==> config.mk <==
export PLATFORM = sky130hd
export DESIGN_NAME = seq_window_monitor
export DESIGN_NICKNAME = d
export VERILOG_FILES = /design/src/rtl/seq_window_monitor.sv
export SDC_FILE = /design/constraint.sdc
export NUM_CORES = 1
export LEC_CHECK = 0
export BUFFER_PORTS_ARGS = -buffer_cell sky130_fd_sc_hd__buf_2
export CAP_MARGIN = 20
export CORE_MARGIN = 2
export CORE_UTILIZATION = 59
export DETAILED_ROUTE_END_ITERATION = 10
export PLACE_DENSITY_LB_ADDON = 0.2
export SETUP_SLACK_MARGIN = 0.15
export SLEW_MARGIN = 20
export SYNTH_ARGS = -nofsm -noshare
export SYNTH_HDL_FRONTEND = slang
export SYNTH_HIERARCHICAL = 1
export SYNTH_SLANG_ARGS = --single-unit
==> constraint.sdc <==
create_clock -name clk_i -period 5.2 [get_ports clk_i]
set_input_delay 0 -clock clk_i [delete_from_list [all_inputs] [get_ports clk_i]]
set_output_delay 0 -clock clk_i [all_outputs]
set_load 0.03 [all_outputs]
==> src/rtl/seq_window_monitor.sv <==
// Multi-channel synthesizable first_match(req ##[MIN_DLY:MAX_DLY] ack) checker
// with a same-cycle intersect pulse, sticky fail flag and saturating fail counter.

module seq_window_ch #(
  parameter int MIN_DLY    = 1,
  parameter int MAX_DLY    = 8,
  parameter int CNT_W      = 8,
  parameter int EARLY_FAIL = 1,
  parameter int RETRIGGER  = 0
) (
  input  logic clk_i,
  input  logic rst_n_i,
  input  logic enable_i,
  input  logic req_i,
  input  logic ack_i,
  output logic busy_o,
  output logic pass_nx_o,
  output logic fail_nx_o
);

  typedef enum logic {S_IDLE = 1'b0, S_WAIT = 1'b1} state_e;

  state_e           state_q, state_d;
  logic [CNT_W-1:0] cnt_q, cnt_d;
  logic             ack_ok, ack_early, timeout;

  assign ack_ok    = ack_i && (cnt_q >= CNT_W'(MIN_DLY));
  assign ack_early = ack_i && !ack_ok && (EARLY_FAIL != 0);
  assign timeout   = (MAX_DLY != 0) && (cnt_q == CNT_W'(MAX_DLY)) && !ack_i;

  always_comb begin
    state_d   = state_q;
    cnt_d     = cnt_q;
    pass_nx_o = 1'b0;
    fail_nx_o = 1'b0;
    if (!enable_i) begin
      state_d = S_IDLE;
      cnt_d   = '0;
    end else begin
      case (state_q)
        // ack alongside req in IDLE is dropped: zero delay is never a match
        S_IDLE: begin
          if (req_i) begin
            state_d = S_WAIT;
            cnt_d   = CNT_W'(1);
          end
        end
        S_WAIT: begin
          if (ack_ok) begin
            pass_nx_o = 1'b1;
            state_d   = S_IDLE;
            cnt_d     = '0;
          end else if (ack_early || timeout) begin
            fail_nx_o = 1'b1;
            state_d   = S_IDLE;
            cnt_d     = '0;
          end else if (req_i && (RETRIGGER != 0)) begin
            cnt_d = CNT_W'(1);
          end else if (cnt_q != '1) begin
            cnt_d = cnt_q + CNT_W'(1);
          end
        end
        default: begin
          state_d = S_IDLE;
          cnt_d   = '0;
        end
      endcase
    end
  end

  always_ff @(posedge clk_i) begin
    if (!rst_n_i) begin
      state_q <= S_IDLE;
      cnt_q   <= '0;
    end else begin
      state_q <= state_d;
      cnt_q   <= cnt_d;
    end
  end

  assign busy_o = (state_q == S_WAIT);

endmodule

module seq_window_monitor #(
  parameter int                NUM_CH     = 4,
  parameter int                MIN_DLY    = 1,
  parameter int                MAX_DLY    = 8,
  parameter int                CNT_W      = 8,
  parameter int                EARLY_FAIL = 1,
  parameter int                RETRIGGER  = 0,
  parameter logic [NUM_CH-1:0] ISECT_MASK = {NUM_CH{1'b1}}
) (
  input  logic              clk_i,
  input  logic              rst_n_i,
  input  logic              enable_i,
  input  logic              clr_i,
  input  logic [NUM_CH-1:0] req_i,
  input  logic [NUM_CH-1:0] ack_i,
  output logic [NUM_CH-1:0] busy_o,
  output logic [NUM_CH-1:0] pass_o,
  output logic [NUM_CH-1:0] fail_o,
  output logic              isect_pass_o,
  output logic              fail_sticky_o,
  output logic [15:0]       fail_count_o
);

  localparam int PW = $clog2(NUM_CH + 1);

  logic [NUM_CH-1:0] pass_nx, fail_nx;
  logic [NUM_CH-1:0] pass_q, fail_q;
  logic              isect_q, isect_d;
  logic              sticky_q, sticky_d;
  logic [15:0]       count_q, count_d;
  logic [PW-1:0]     pop;
  logic [16:0]       sum;

  for (genvar g = 0; g < NUM_CH; g++) begin : g_ch
    seq_window_ch #(
      .MIN_DLY   (MIN_DLY),
      .MAX_DLY   (MAX_DLY),
      .CNT_W     (CNT_W),
      .EARLY_FAIL(EARLY_FAIL),
      .RETRIGGER (RETRIGGER)
    ) u_ch (
      .clk_i    (clk_i),
      .rst_n_i  (rst_n_i),
      .enable_i (enable_i),
      .req_i    (req_i[g]),
      .ack_i    (ack_i[g]),
      .busy_o   (busy_o[g]),
      .pass_nx_o(pass_nx[g]),
      .fail_nx_o(fail_nx[g])
    );
  end

  always_comb begin
    pop = '0;
    for (int i = 0; i < NUM_CH; i++) pop = pop + PW'(fail_nx[i]);
  end

  assign sum     = {1'b0, count_q} + 17'(pop);
  assign isect_d = (ISECT_MASK != '0) && ((pass_nx & ISECT_MASK) == ISECT_MASK);

  // clr wins over accumulation but still records fails from the same cycle
  always_comb begin
    count_d  = sum[16] ? 16'hFFFF : sum[15:0];
    sticky_d = sticky_q | (|fail_nx);
    if (clr_i) begin
      count_d  = 16'(pop);
      sticky_d = |fail_nx;
    end
  end

  always_ff @(posedge clk_i) begin
    if (!rst_n_i) begin
      pass_q   <= '0;
      fail_q   <= '0;
      isect_q  <= 1'b0;
      sticky_q <= 1'b0;
      count_q  <= '0;
    end else begin
      pass_q   <= pass_nx;
      fail_q   <= fail_nx;
      isect_q  <= isect_d;
      sticky_q <= sticky_d;
      count_q  <= count_d;
    end
  end

  assign pass_o        = pass_q;
  assign fail_o        = fail_q;
  assign isect_pass_o  = isect_q;
  assign fail_sticky_o = sticky_q;
  assign fail_count_o  = count_q;

endmodule

==> results.md, run 1 <==
- The run finished with clean final reports.
- The area share of and/or/nand/nor cells after synthesis is 0.251.
- The number of synthesized register bits is 62.
- On the final layout, the worst clock skew is 6.63 ps.
- The first-pass GRT wire length is 14500 µm.
- The TritonCTS clock tree is done.
- The largest single stage delay on the critical path is 490 ps.
- The register area share after synthesis is 0.323.
- The CTS sink count is 62.
- The number of synthesized flops with an enable pin is 0.
- The transition time at the pin with the least slew margin is 791 ps.
- The number of warnings reported in the yosys synthesis log is 6.
- After clock tree synthesis, the clock-pin slew on the worst setup and hold paths is 60 ps.
- The total count of max-transition violations in the final report is 0.
- The number of global-route vias before repair is 3097.
- Clock latency on the worst-skew pair, taken at its later pin, is 340 ps.
- The number of placed instances, taps included is 536.
- The area growth from synthesis to layout is 8.86%.
- STA puts the critical path data required time at 5460 ps.
- The final antenna diode count is 0.
- By area the synthesized netlist is led by dfxtp_1, ha_1, nand2_1.
- The die covers 0.00717 mm².
- The peak supply drop is 0.160 mV.
- Setup repair after global routing left no endpoint under its margin.
- The standard-cell row count is 29.
- After detailed routing, the number of remaining DRC violations is 0.
- The total clock buffers created by CTS is 9.
- The clock passes through at most 2 buffers.
- In this run, distinct cell masters in the synthesized netlist total 50.
- For this design the static power due to leakage is 1.48 nW.
- The share of synthesized area in the top cell type comes to 0.323.
- dfxtp_1 takes more of the synthesized area than any other cell.
- Of the total synthesized cell area, the portion taken by XOR and XNOR cells is 0.0205.
- The portion of total power attributed to combinational logic is 0.087.
- The initial antenna violation count is 0.
- The adder and majority cell fraction of the synthesized area is 0.0821.
- After synthesis, the share of cell area in mux cells is 0.0104.
- Derived from the worst setup path, the maximum achievable clock frequency is 225 MHz.
- The class of the tightest hold or removal check is in2reg.
- The via density per instance is 6.18.
- The buffering stage count on the worst path with inverters included is 4.
- The clock root buffer is clkbuf_8.
- The internal portion of the total power is 0.668 mW.
- For this design the ratio of total power to cell area is 216 mW/mm².
- In the synthesized netlist the async set-or-reset flop fraction comes to 0.
- The mapped netlist covers 0.00384 mm².
- Of the total power, the clock network draws 0.374.
- The number of nets in the synthesized netlist is 473.
- The cell family with the largest share of critical-path delay is adder cells.
- For this block, the via count after detailed routing is 3419.
- The placed instances occupy a cell area of 0.00400 mm².
- The critical path is of the reg2reg type.
- 42 I/O pins were placed.
- The initial cell density of the core is 0.608.
- The number of instances in the synthesized netlist is 437.
- STA classifies the critical path endpoint as a flop.
- The remaining global-route overflow is 0.
- The smallest hold slack is 39.4 ps.
- The violation count after the first detailed-route iteration is 198.
- Summed over all failing endpoints, the final setup total negative slack is 0 ps.
- The complex-gate fraction of the synthesized area is 0.245.
- The fraction of power spent switching nets is 0.259.
- The average wire length per cell after detail routing is 15.4 µm.
- The worst setup path is launched from a flop.
- The arrival time at the worst endpoint is 4710 ps.
- The estimated wirelength of the detail-placed design is 6040 µm.
- Summing all non-filler instances in the final layout gives an area of 0.00418 mm².
- For this run, the detailed router's first-pass iteration total came to 4.
- Of the total power, registers draw 0.539.
- In this run the power spent charging and discharging nets is 0.234 mW.
- The most frequent cell on the critical path is inv_1.
- The most frequently used flop master after synthesis is dfxtp_1.
- By area, the combinational part of the netlist is dominated by simple AND/OR/NAND/NOR gates.
- Setup violations remaining at the end of the flow were counted as 0.
- The width of the die is 84.7 µm.
- The final weighted congestion of routability-driven global placement is 0.879.
- The minimum clock period is 4450 ps.
- In the global route stage, overall resource usage came out at 0.247.
- The worst max-slew margin expressed relative to the limit is 0.472.
- The critical path goes through inv_1 -> ha_1 -> nor4bb_4 -> a21oi_1 -> a211oi_1 -> inv_1 -> fa_1 -> inv_1 -> ha_1 -> ha_1 -> inv_1 -> fa_1 -> nor2b_1 -> or2_2 -> nand4_2 -> a31oi_1.
- The total detailed-routing wirelength is 8530 µm.
- From bottom edge to top edge, the die measures 84.7 µm.
- The proportion of layout cells with a drive suffix above 1 is 0.193.
- The number of max-capacitance violations reported is 0.
- A synthesized cell averages 8.79 µm².
- The largest net degree at the start of global routing is 22.
- The final hold violation count came to 0.
- The count of nets left with antenna violations after detail routing is 0.
- The region available for standard cell placement spans 0.00631 mm².
- The count of H-tree levels built during CTS is 3.
- Input and output buffers added on the ports amount to 41.
- In the finished design, the share of the clock period the worst path needs comes to 0.856.
- The final layout net count is 510.
- Counting the fill cells in the layout gives 543.
- On the critical path, the stage with the largest delay is an instance of fa_1.
- After the flow finishes, the layout carries non-filler instances totaling 553.
- The largest fanout of any net on the critical path is 12.
[power groups by stage]
stage	clock (mW)	sequential (mW)	combinational, mW
6_report	0.338	0.486	0.0784
5_1_grt	0.371	0.486	0.0867
4_1_cts	0.348	0.486	0.0781
3_5_place_dp	0	0.496	0.0755
3_3_place_gp	0	0.496	0.0732
2_1_floorplan	0	0.502	0.0462
[kinds of logic (layout without fill, tap and decap cells)]
| kind of cell | Yosys count | in the layout |
|---|---|---|
| compound gates | 122 | 122 |
| xor+xnor | 9 | 9 |
| fa+ha+maj | 24 | 24 |
| buf+inv | 50 | 89 |
| flops | 62 | 62 |
| mux | 4 | 4 |
| simple gates | 166 | 166 |
[layout by cell type (no fill, tap or decap), types with 5 or more instances in the layout]
master	instances
and2_1	10
nand4_1	14
nand3b_1	8
inv_1	31
nand3_1	24
dfxtp_1	62
nor3_1	11
nor2_1	19
a211oi_2	8
clkbuf_8	9
buf_2	41
a41oi_1	5
nand2_1	39
a21oi_1	25
ha_1	22
o211ai_1	5
a31oi_1	15
xor2_1	5
o21ai_1	8
and3_1	13
o21ai_2	8
o21ai_0	9
a211oi_1	18
[flip-flops by register name (all words and copies together) (netlist names)]
signal and count:
g_ch.u_ch/busy_o 4, pass_o 4, fail_sticky_o 1, fail_count_o 16, g_ch.u_ch/cnt_q 32, isect_pass_o 1
fail_o 4
[area by class of cell]
class / instances / area (µm²) / share of cell area
clock buffers: 10 / 128 / 0.0305
clock inverters: 3 / 15.0 / 0.00359
inverters: 31 / 116 / 0.0278
multi-input cells: 325 / 2340 / 0.560
flip-flops and latches: 62 / 1240 / 0.297
well taps: 77 / 96.3 / 0.0230
repair buffers: 45 / 245 / 0.0586
[cells in the mapped netlist (5+ instances only)]
master,n
a211oi_1,18
a211oi_2,8
a21oi_1,25
a31oi_1,15
a41oi_1,5
and2_1,10
and3_1,13
buf_6,9
clkbuf_1,6
dfxtp_1,62
ha_1,22
inv_1,31
nand2_1,39
nand3_1,24
nand3b_1,8
nand4_1,14
nor2_1,19
nor3_1,11
o211ai_1,5
o21ai_0,9
o21ai_1,8
o21ai_2,8
xor2_1,5
[stage by stage]
| step | utilization | worst slack, ps | power [mW] |
|---|---|---|---|
| 6_report | 0.662 | 747 | 0.902 |
| 5_1_grt | 0.662 | 402 | 0.945 |
| 4_1_cts | 0.662 | 725 | 0.912 |
| 3_5_place_dp | 0.633 | 782 | 0.572 |
| 3_3_place_gp | 0.633 | 1000 | 0.569 |
| 2_1_floorplan | - | 1430 | 0.549 |
[what timing repair did]
| item | in CTS | in global routing |
|---|---|---|
| buffers inserted | 0 | 0 |
| hold buffers | 4 | 0 |
| endpoints found under the hold margin | 6 | 0 |
| gates resized for setup | 0 | 0 |
[routing by layer]
metal | track usage | vias to the layer above | part of all wire
met1 | 0.328 | 1613 | 0.46
met2 | 0.394 | 102 | 0.48
met5 | 0 | - | 0
met4 | 0.0967 | 0 | 0.015
met3 | 0.0501 | 12 | 0.047
li1 | - | 1692 | -
[worst register-to-register path, cell delays in order (launching register included)]
cell and delay, ps:
dfxtp_1 360, inv_1 130, ha_1 170, nor4bb_4 330
a21oi_1 140, a211oi_1 390, inv_1 100, fa_1 490
inv_1 50, ha_1 170, ha_1 310, inv_1 60
fa_1 430, nor2b_1 350, or2_2 220, nand4_2 370
a31oi_1 310
[worst paths after layout]
check,start,slack (ps),end,cells after the start
min reg2reg,g_ch[0].u_ch/cnt_q[1],520,g_ch[0].u_ch/cnt_q[1],2
min,clr_i,40,fail_count_o[2],3
max,g_ch[3].u_ch/cnt_q[0],750,fail_count_o[1],16
max reg2reg,g_ch[3].u_ch/cnt_q[0],750,fail_count_o[1],16
Power figures use the tool's default switching activity.
==> inputs of run 2 (changes only) <==
--- a/config.mk
+++ b/config.mk
@@ -7,7 +7,6 @@
 export LEC_CHECK = 0
 export BUFFER_PORTS_ARGS = -buffer_cell sky130_fd_sc_hd__buf_2
 export CAP_MARGIN = 20
-export CORE_MARGIN = 2
 export CORE_UTILIZATION = 59
 export DETAILED_ROUTE_END_ITERATION = 10
 export PLACE_DENSITY_LB_ADDON = 0.2
==> results.md, run 2 (synthesis results as in run 1) <==
- The total DRC errors in the routed layout is 0 (unchanged).
- The final antenna diode count came to 0 (unchanged).
- The average wire length per cell after detail routing came to 15.0 µm (was 15.4 µm).
- The smallest hold slack is 41.8 ps (was 39.4 ps).
- The cell type of the slowest stage on the worst timing path is fa_1 (unchanged).
- The violation count after the first detailed-route iteration is 154 (was 198).
- The final layout net count is 510 (unchanged).
- The number of global-route vias before repair is 3026 (was 3097).
- The total negative slack was 0 ps (unchanged).
- The arrival time at the worst endpoint is 4590 ps (was 4710 ps).
- The category of the critical setup timing path is reg2reg (unchanged).
- The width of the die was 82.7 µm (was 84.7 µm).
- The worst setup skew after layout is 8.09 ps (was 6.63 ps).
- The startpoint of the lowest-slack register-to-register path is g_ch[3].u_ch/cnt_q[0] (unchanged).
- The endpoint of the worst-slack reg-to-reg timing path was fail_count_o[2] (was fail_count_o[1]).
- The final instance area was 0.00427 mm² (was 0.00418 mm²).
- The count of TritonRoute iterations in the first routing pass is 5 (was 4).
- The total detailed-routing wirelength is 8370 µm (was 8530 µm).
- The count of H-tree levels built during CTS is 3 (unchanged).
- The maximum frequency from static timing analysis is 232 MHz (was 225 MHz).
- The area growth from synthesis to layout is 11.2% (was 8.86%).
- The TritonCTS clock tree is done (unchanged).
- The flip-flop count of the largest register, all copies and words added is 32 (unchanged).
- The routed via count is 3423 (was 3419).
- The remaining global-route overflow is 0 (unchanged).
- The required arrival time at the worst endpoint is 5470 ps (was 5460 ps).
- The minimum clock period is 4320 ps (was 4450 ps).
- The most frequent cell on the critical path is inv_1 (unchanged).
- The transition time at the pin with the least slew margin is 758 ps (was 791 ps).
- The first-pass GRT wire length is 13400 µm (was 14500 µm).
- The clock latency of the later-clocked register in the worst-skew pair came to 340 ps (about the same).
- The total count of max-transition violations in the final report is 0 (unchanged).
- The final hold violation count came to 0 (unchanged).
- The via density per instance is 6.16 (was 6.18).
- The buffering stage count on the worst path with inverters included was 4 (unchanged).
- The height of the die is 82.7 µm (was 84.7 µm).
- The count of nets left with antenna violations after detail routing came to 0 (unchanged).
- The largest net degree at the start of global routing is 22 (unchanged).
- The final weighted congestion of routability-driven global placement is 0.847 (was 0.879).
- The total core area is 0.00631 mm² (unchanged).
- The initial antenna violation count is 0 (unchanged).
- The critical path capture point type is a flop (unchanged).
- The total clock buffers created by CTS is 9 (unchanged).
- The share of the clock period used by the worst path after layout is 0.831 (was 0.856).
- Critical path cell sequence: inv_1 -> ha_1 -> nor4bb_4 -> a21oi_1 -> a211oi_1 -> inv_1 -> fa_1 -> inv_1 -> ha_1 -> ha_1 -> inv_1 -> fa_1 -> nor2b_1 -> or2_2 -> nand4_2 -> a31oi_2 (was inv_1 -> ha_1 -> nor4bb_4 -> a21oi_1 -> a211oi_1 -> inv_1 -> fa_1 -> inv_1 -> ha_1 -> ha_1 -> inv_1 -> fa_1 -> nor2b_1 -> or2_2 -> nand4_2 -> a31oi_1).
- The post-CTS setup-driven buffer insertion count is 0 (unchanged).
- The cell family with the largest share of critical-path delay is adder cells (unchanged).
- The number of max-capacitance violations reported is 0 (unchanged).
- Commonest cells after routing, fill and taps aside: dfxtp_1, buf_2, nand2_1 (unchanged).
- The I/O pin count was 42 (unchanged).
- The class of the tightest hold or removal check is in2reg (unchanged).
- The worst max-slew margin expressed relative to the limit is 0.494 (was 0.472).
- The number of cell instances on the worst register-to-register path is 16 (unchanged).
- The clock root buffer is clkbuf_8 (unchanged).
- The post-cts gate resize count came to 0 (unchanged).
- The clock transition time at the flip-flop clock pins of the worst setup and hold paths is 70 ps (was 60 ps).
- The most flop-heavy register is g_ch.u_ch/cnt_q (unchanged).
- The power consumption came to 1.05 mW (was 0.902 mW).
- The peak supply drop is 0.149 mV (was 0.160 mV).
- The static power due to leakage is 1.52 nW (was 1.48 nW).
- The leading cell type in the layout, fill and taps excluded is dfxtp_1 (unchanged).
- The maximum number of buffers from clock root to sink is 2 (unchanged).
- The total routing usage reported by global routing is 0.258 (was 0.247).
- The launching instance or port of the critical path is g_ch[3].u_ch/cnt_q[0] (unchanged).
- The kind of start point of the critical path is a flop (unchanged).
- Unrepaired setup endpoints after global routing: false (unchanged).
- The CTS sink count is 62 (unchanged).
- The largest fanout of any net on the critical path is 12 (unchanged).
- The biggest cell delay along the critical path is 490 ps (about the same).
- Run status: finished clean (unchanged).
- The quantity of I/O buffers inserted on ports was 41 (unchanged).
- The number of fill cells is 523 (was 543).
- The power per unit of standard cell area is 245 mW/mm² (was 216 mW/mm²).
- The number of cells on the critical path is 16 (unchanged).
- The initial cell density of the core is 0.608 (unchanged).
- The cell area reported after detailed placement is 0.00400 mm² (unchanged).
- The count of final setup violators is 0 (unchanged).
- The total die area is 0.00684 mm² (was 0.00717 mm²).
- The reg-to-reg setup timing slack came to 880 ps (was 750 ps).
- The proportion of layout cells with a drive suffix above 1 is 0.200 (was 0.193).
- The standard-cell row count is 29 (unchanged).
- The final core utilization is 0.677 (was 0.662).
- The estimated wirelength of the detail-placed design was 5890 µm (was 6040 µm).
- The worst setup path endpoint is fail_count_o[2] (was fail_count_o[1]).
==> run 2: layout make-up <==
type,instances,area [µm²],area share
clock buffer,11,151,0.0354
tap,77,96.3,0.0226
sequential,62,1240,0.291
multi-input combinational,325,2340,0.548
timing repair buffer,45,245,0.0574
inverter,31,116,0.0272
clock inverter,5,81.3,0.0190
==> run 2: metal layers <==
| layer | track usage | wire length (µm) | vias up |
|---|---|---|---|
| met1 | 0.323 | 3960 | 1612 |
| met5 | 0 | 0 | - |
| met2 | 0.421 | 3850 | 89 |
| li1 | - | - | 1699 |
| met4 | 0.141 | 247 | 0 |
| met3 | 0.0429 | 318 | 23 |
==> run 2: repair_timing <==
item,4_1_cts,5_1_grt
endpoints found under the hold margin,5,0
endpoints found under the setup margin,0,0
hold buffers,4,0
==> run 2: worst min-delay path by stage <==
stage             start                   to  slack [ps]  depth (start not counted)
2_1_floorplan  req_i[0]  g_ch[0].u_ch/busy_o         140                          2
3_3_place_gp   req_i[1]  g_ch[1].u_ch/busy_o         280                          3
3_5_place_dp   req_i[1]  g_ch[1].u_ch/busy_o         280                          3
4_1_cts        ack_i[1]            fail_o[1]          30                          3
5_1_grt        ack_i[1]            fail_o[1]          40                          3
6_report       ack_i[1]            fail_o[1]          40                          3
==> run 2: stage by stage <==
stage / std cells / setup slack [ps]
after floorplan: 437 / 1430
after global placement: 536 / 966
after detailed placement: 536 / 900
after CTS: 556 / 862
after global routing: 556 / 527
final: 556 / 881
==> run 2: power breakdown <==
group / switching [mW] / internal, mW / total, mW
Combinational: 0.0521 / 0.0254 / 0.0775
Clock: 0.188 / 0.296 / 0.484
Sequential: 0.00575 / 0.480 / 0.486
==> run 2: worst register-to-register path, delay by kind of cell, from the launching register on <==
kind | cells | cell delay, ps
compound gates | 3 | 790
fa+ha+maj | 5 | 1560
buf+inv | 4 | 340
flops | 1 | 360
simple gates | 4 | 1190
==> inputs of run 3 (changes only) <==
--- a/config.mk
+++ b/config.mk
@@ -7,7 +7,7 @@
 export LEC_CHECK = 0
 export BUFFER_PORTS_ARGS = -buffer_cell sky130_fd_sc_hd__buf_2
 export CAP_MARGIN = 20
-export CORE_UTILIZATION = 59
+export CORE_UTILIZATION = 53
 export DETAILED_ROUTE_END_ITERATION = 10
 export PLACE_DENSITY_LB_ADDON = 0.2
 export SETUP_SLACK_MARGIN = 0.15
==> constraint.sdc (replaced) <==
create_clock -name clk_i -period 3.7 [get_ports clk_i]
set_input_delay 0 -clock clk_i [delete_from_list [all_inputs] [get_ports clk_i]]
set_output_delay 0 -clock clk_i [all_outputs]
set_load 0.03 [all_outputs]
==> results.md, run 3 (synthesis results as in run 1) <==
- The clock root buffer is clkbuf_8 (unchanged).
- The power per unit of standard cell area was 310 mW/mm² (was 245 mW/mm²).
- The class of the tightest hold or removal check was in2reg (unchanged).
- The violation count after the first detailed-route iteration is 154 (unchanged).
- The total routing usage reported by global routing is 0.251 (was 0.258).
- The total length of routed met2 wires is 4670 µm (was 3850 µm).
- The leading cell type in the layout, fill and taps excluded was dfxtp_1 (unchanged).
- The width of the die is 87.1 µm (was 82.7 µm).
- The count of H-tree levels built during CTS is 3 (unchanged).
- The total DRC errors in the routed layout is 0 (unchanged).
- The standard-cell row count is 30 (was 29).
- The static power due to leakage is 1.70 nW (was 1.52 nW).
- Run status: finished clean (unchanged).
- The TritonCTS clock tree is done (unchanged).
- The final antenna diode count is 0 (unchanged).
- The final instance area is 0.00477 mm² (was 0.00427 mm²).
- The clock latency of the later-clocked register in the worst-skew pair is 350 ps (was 340 ps).
- The total detailed-routing wirelength was 9500 µm (was 8370 µm).
- The smallest hold slack is 33.2 ps (was 41.8 ps).
- The first-pass GRT wire length was 15000 µm (was 13400 µm).
- The top routing layer in use is met4 (unchanged).
- The cell area reported after detailed placement is 0.00423 mm² (was 0.00400 mm²).
- Unrepaired setup endpoints after global routing: true (was false).
- The initial antenna violation count came to 0 (unchanged).
- The number of cells on the critical path came to 17 (was 16).
- The startpoint of the tightest hold check path is enable_i (was ack_i[1]).
- The height of the die is 87.1 µm (was 82.7 µm).
- The largest fanout of any net on the critical path is 6 (was 12).
- The number of global-route vias before repair is 3225 (was 3026).
- The total die area came to 0.00759 mm² (was 0.00684 mm²).
- The arrival time at the worst endpoint is 3960 ps (was 4590 ps).
- The count of nets left with antenna violations after detail routing was 0 (unchanged).
- The total count of max-transition violations in the final report is 0 (unchanged).
- The buffering stage count on the worst path with inverters included came to 5 (was 4).
- The transition time at the pin with the least slew margin is 804 ps (was 758 ps).
- The post-route met1 wirelength is 4340 µm (was 3960 µm).
- The power consumption is 1.48 mW (was 1.05 mW).
- The worst max-slew margin expressed relative to the limit came to 0.463 (was 0.494).
- The clock transition time at the flip-flop clock pins of the worst setup and hold paths is 70 ps (about the same).
- The area growth from synthesis to layout is 24.2% (was 11.2%).
- The startpoint of the lowest-slack register-to-register path was g_ch[3].u_ch/cnt_q[1] (was g_ch[3].u_ch/cnt_q[0]).
- The worst setup path endpoint is fail_count_o[7] (was fail_count_o[2]).
- The critical path capture point type was a flop (unchanged).
- The most flop-heavy register is g_ch.u_ch/cnt_q (unchanged).
- The maximum number of buffers from clock root to sink was 2 (unchanged).
- The cell type of the slowest stage on the worst timing path is fa_1 (unchanged).
- The maximum frequency from static timing analysis came to 271 MHz (was 232 MHz).
- The I/O pin count is 42 (unchanged).
- The largest net degree at the start of global routing is 22 (unchanged).
- The setup slack after layout came to 7.00 ps (was 881 ps).
- The final hold violation count was 0 (unchanged).
- The share of the clock period used by the worst path after layout is 0.998 (was 0.831).
- The cell family with the largest share of critical-path delay is adder cells (unchanged).
- The average wire length per cell after detail routing was 15.6 µm (was 15.0 µm).
- The sum of met3 wire segment lengths after detailed routing is 378 µm (was 318 µm).
- Commonest cells after routing, fill and taps aside: dfxtp_1, buf_2, nand2_1 (unchanged).
- The remaining global-route overflow came to 0 (unchanged).
- The quantity of I/O buffers inserted on ports came to 41 (unchanged).
- The via density per instance is 5.86 (was 6.16).
- The peak supply drop is 0.261 mV (was 0.149 mV).
- The kind of start point of the critical path is a flop (unchanged).
- The biggest cell delay along the critical path is 540 ps (was 490 ps).
- The number of cell instances on the worst register-to-register path is 17 (was 16).
- The proportion of layout cells with a drive suffix above 1 is 0.317 (was 0.200).
- The minimum clock period is 3690 ps (was 4320 ps).
- The required arrival time at the worst endpoint is 3970 ps (was 5470 ps).
- Critical path cell sequence: inv_2 -> ha_4 -> nor4_4 -> nand3_1 -> a211oi_2 -> inv_1 -> fa_1 -> inv_2 -> ha_4 -> ha_4 -> inv_2 -> fa_2 -> nor2b_4 -> or2_4 -> nand4_4 -> clkbuf_16 -> a21oi_1 (was inv_1 -> ha_1 -> nor4bb_4 -> a21oi_1 -> a211oi_1 -> inv_1 -> fa_1 -> inv_1 -> ha_1 -> ha_1 -> inv_1 -> fa_1 -> nor2b_1 -> or2_2 -> nand4_2 -> a31oi_2).
- The launching instance or port of the critical path is g_ch[3].u_ch/cnt_q[1] (was g_ch[3].u_ch/cnt_q[0]).
- The total core area is 0.00691 mm² (was 0.00631 mm²).
- The endpoint of the worst-slack reg-to-reg timing path is fail_count_o[7] (was fail_count_o[2]).
- The category of the critical setup timing path is reg2reg (unchanged).
- The worst slack at placement is -67.0 ps (was 900 ps).
- The CTS sink count was 62 (unchanged).
- The count of TritonRoute iterations in the first routing pass came to 4 (was 5).
- The estimated wirelength of the detail-placed design is 6360 µm (was 5890 µm).
- The number of max-capacitance violations reported was 0 (unchanged).
- The final layout net count came to 542 (was 510).
- The total clock buffers created by CTS came to 9 (unchanged).
- The worst setup skew after layout is 11.3 ps (was 8.09 ps).
- The final weighted congestion of routability-driven global placement is 0.893 (was 0.847).
- The routed via count is 3556 (was 3423).
- The flip-flop count of the largest register, all copies and words added is 32 (unchanged).
- The initial cell density of the core was 0.556 (was 0.608).
- The reg-to-reg setup timing slack is 7 ps (was 880 ps).
- The count of final setup violators is 0 (unchanged).
==> run 3: changes by cell type in the layout (fill, tap and decap cells not counted), moves of 4 or more <==
| cell | before | now |
|---|---|---|
| ha_1 | 22 | 16 |
| a211oi_1 | 18 | 14 |
| buf_4 | 0 | 30 |
| a211oi_2 | 8 | 12 |
| inv_1 | 31 | 26 |
| dfxtp_2 | 0 | 4 |
| inv_2 | 0 | 5 |
| a21oi_1 | 25 | 21 |
| dfxtp_1 | 62 | 58 |
| ha_4 | 0 | 4 |
==> run 3: through the flow <==
| step | std cells | TNS [ps] | utilization |
|---|---|---|---|
| after floorplan | 437 | 0 | - |
| after global placement | 579 | 0 | 0.613 |
| after detailed placement | 579 | -395 | 0.613 |
| after CTS | 602 | 0 | 0.661 |
| after global routing | 607 | -1890 | 0.691 |
| final | 607 | 0 | 0.691 |
==> run 3: repair_timing <==
item / 4_1_cts / 5_1_grt
pin swaps: 8 / 16
cloned: 0 / 1
hold buffers: 4 / 0
endpoints found under the setup margin: 16 / 16
setup buffers: 3 / 4
hold endpoints to repair: 8 / 0
gates resized for setup: 11 / 30
==> run 3: worst min-delay path by stage <==
stage	to	slack, ps	cells after the start
5_1_grt	g_ch[3].u_ch/cnt_q[6]	50	3
2_1_floorplan	g_ch[0].u_ch/busy_o	140	2
4_1_cts	fail_count_o[2]	4	3
6_report	g_ch[1].u_ch/cnt_q[6]	30	3
3_3_place_gp	g_ch[1].u_ch/busy_o	280	3
3_5_place_dp	g_ch[1].u_ch/busy_o	290	3
==> run 3: tightest hold or removal path, stage by stage <==
cell and delay, ps:
buf_2 180, o311ai_1 100, a211oi_1 50
==> run 3: where the power goes <==
| group | total [mW] | internal [mW] | leakage, nW | switching, mW |
|---|---|---|---|---|
| clock | 0.667 | 0.396 | 0.110 | 0.271 |
| sequential | 0.683 | 0.675 | 0.503 | 0.00830 |
| combinational | 0.132 | 0.0481 | 1.09 | 0.0834 |
==> run 3: cell type report <==
cell class                      instances  area (µm²)
Tap cell                               96         120
Clock buffer                           12         145
Fill cell                             577        2140
Sequential cell                        62        1250
Inverter                               31         116
Clock inverter                          4        70.1
Timing Repair Buffer                   77         515
Multi-Input combinational cell        325        2560
==> run 3: per-layer routing <==
metal	vias to the layer above	GRT usage
met5	-	0
met4	0	0.0939
met3	12	0.0559
met2	83	0.408
met1	1705	0.326
li1	1756	-
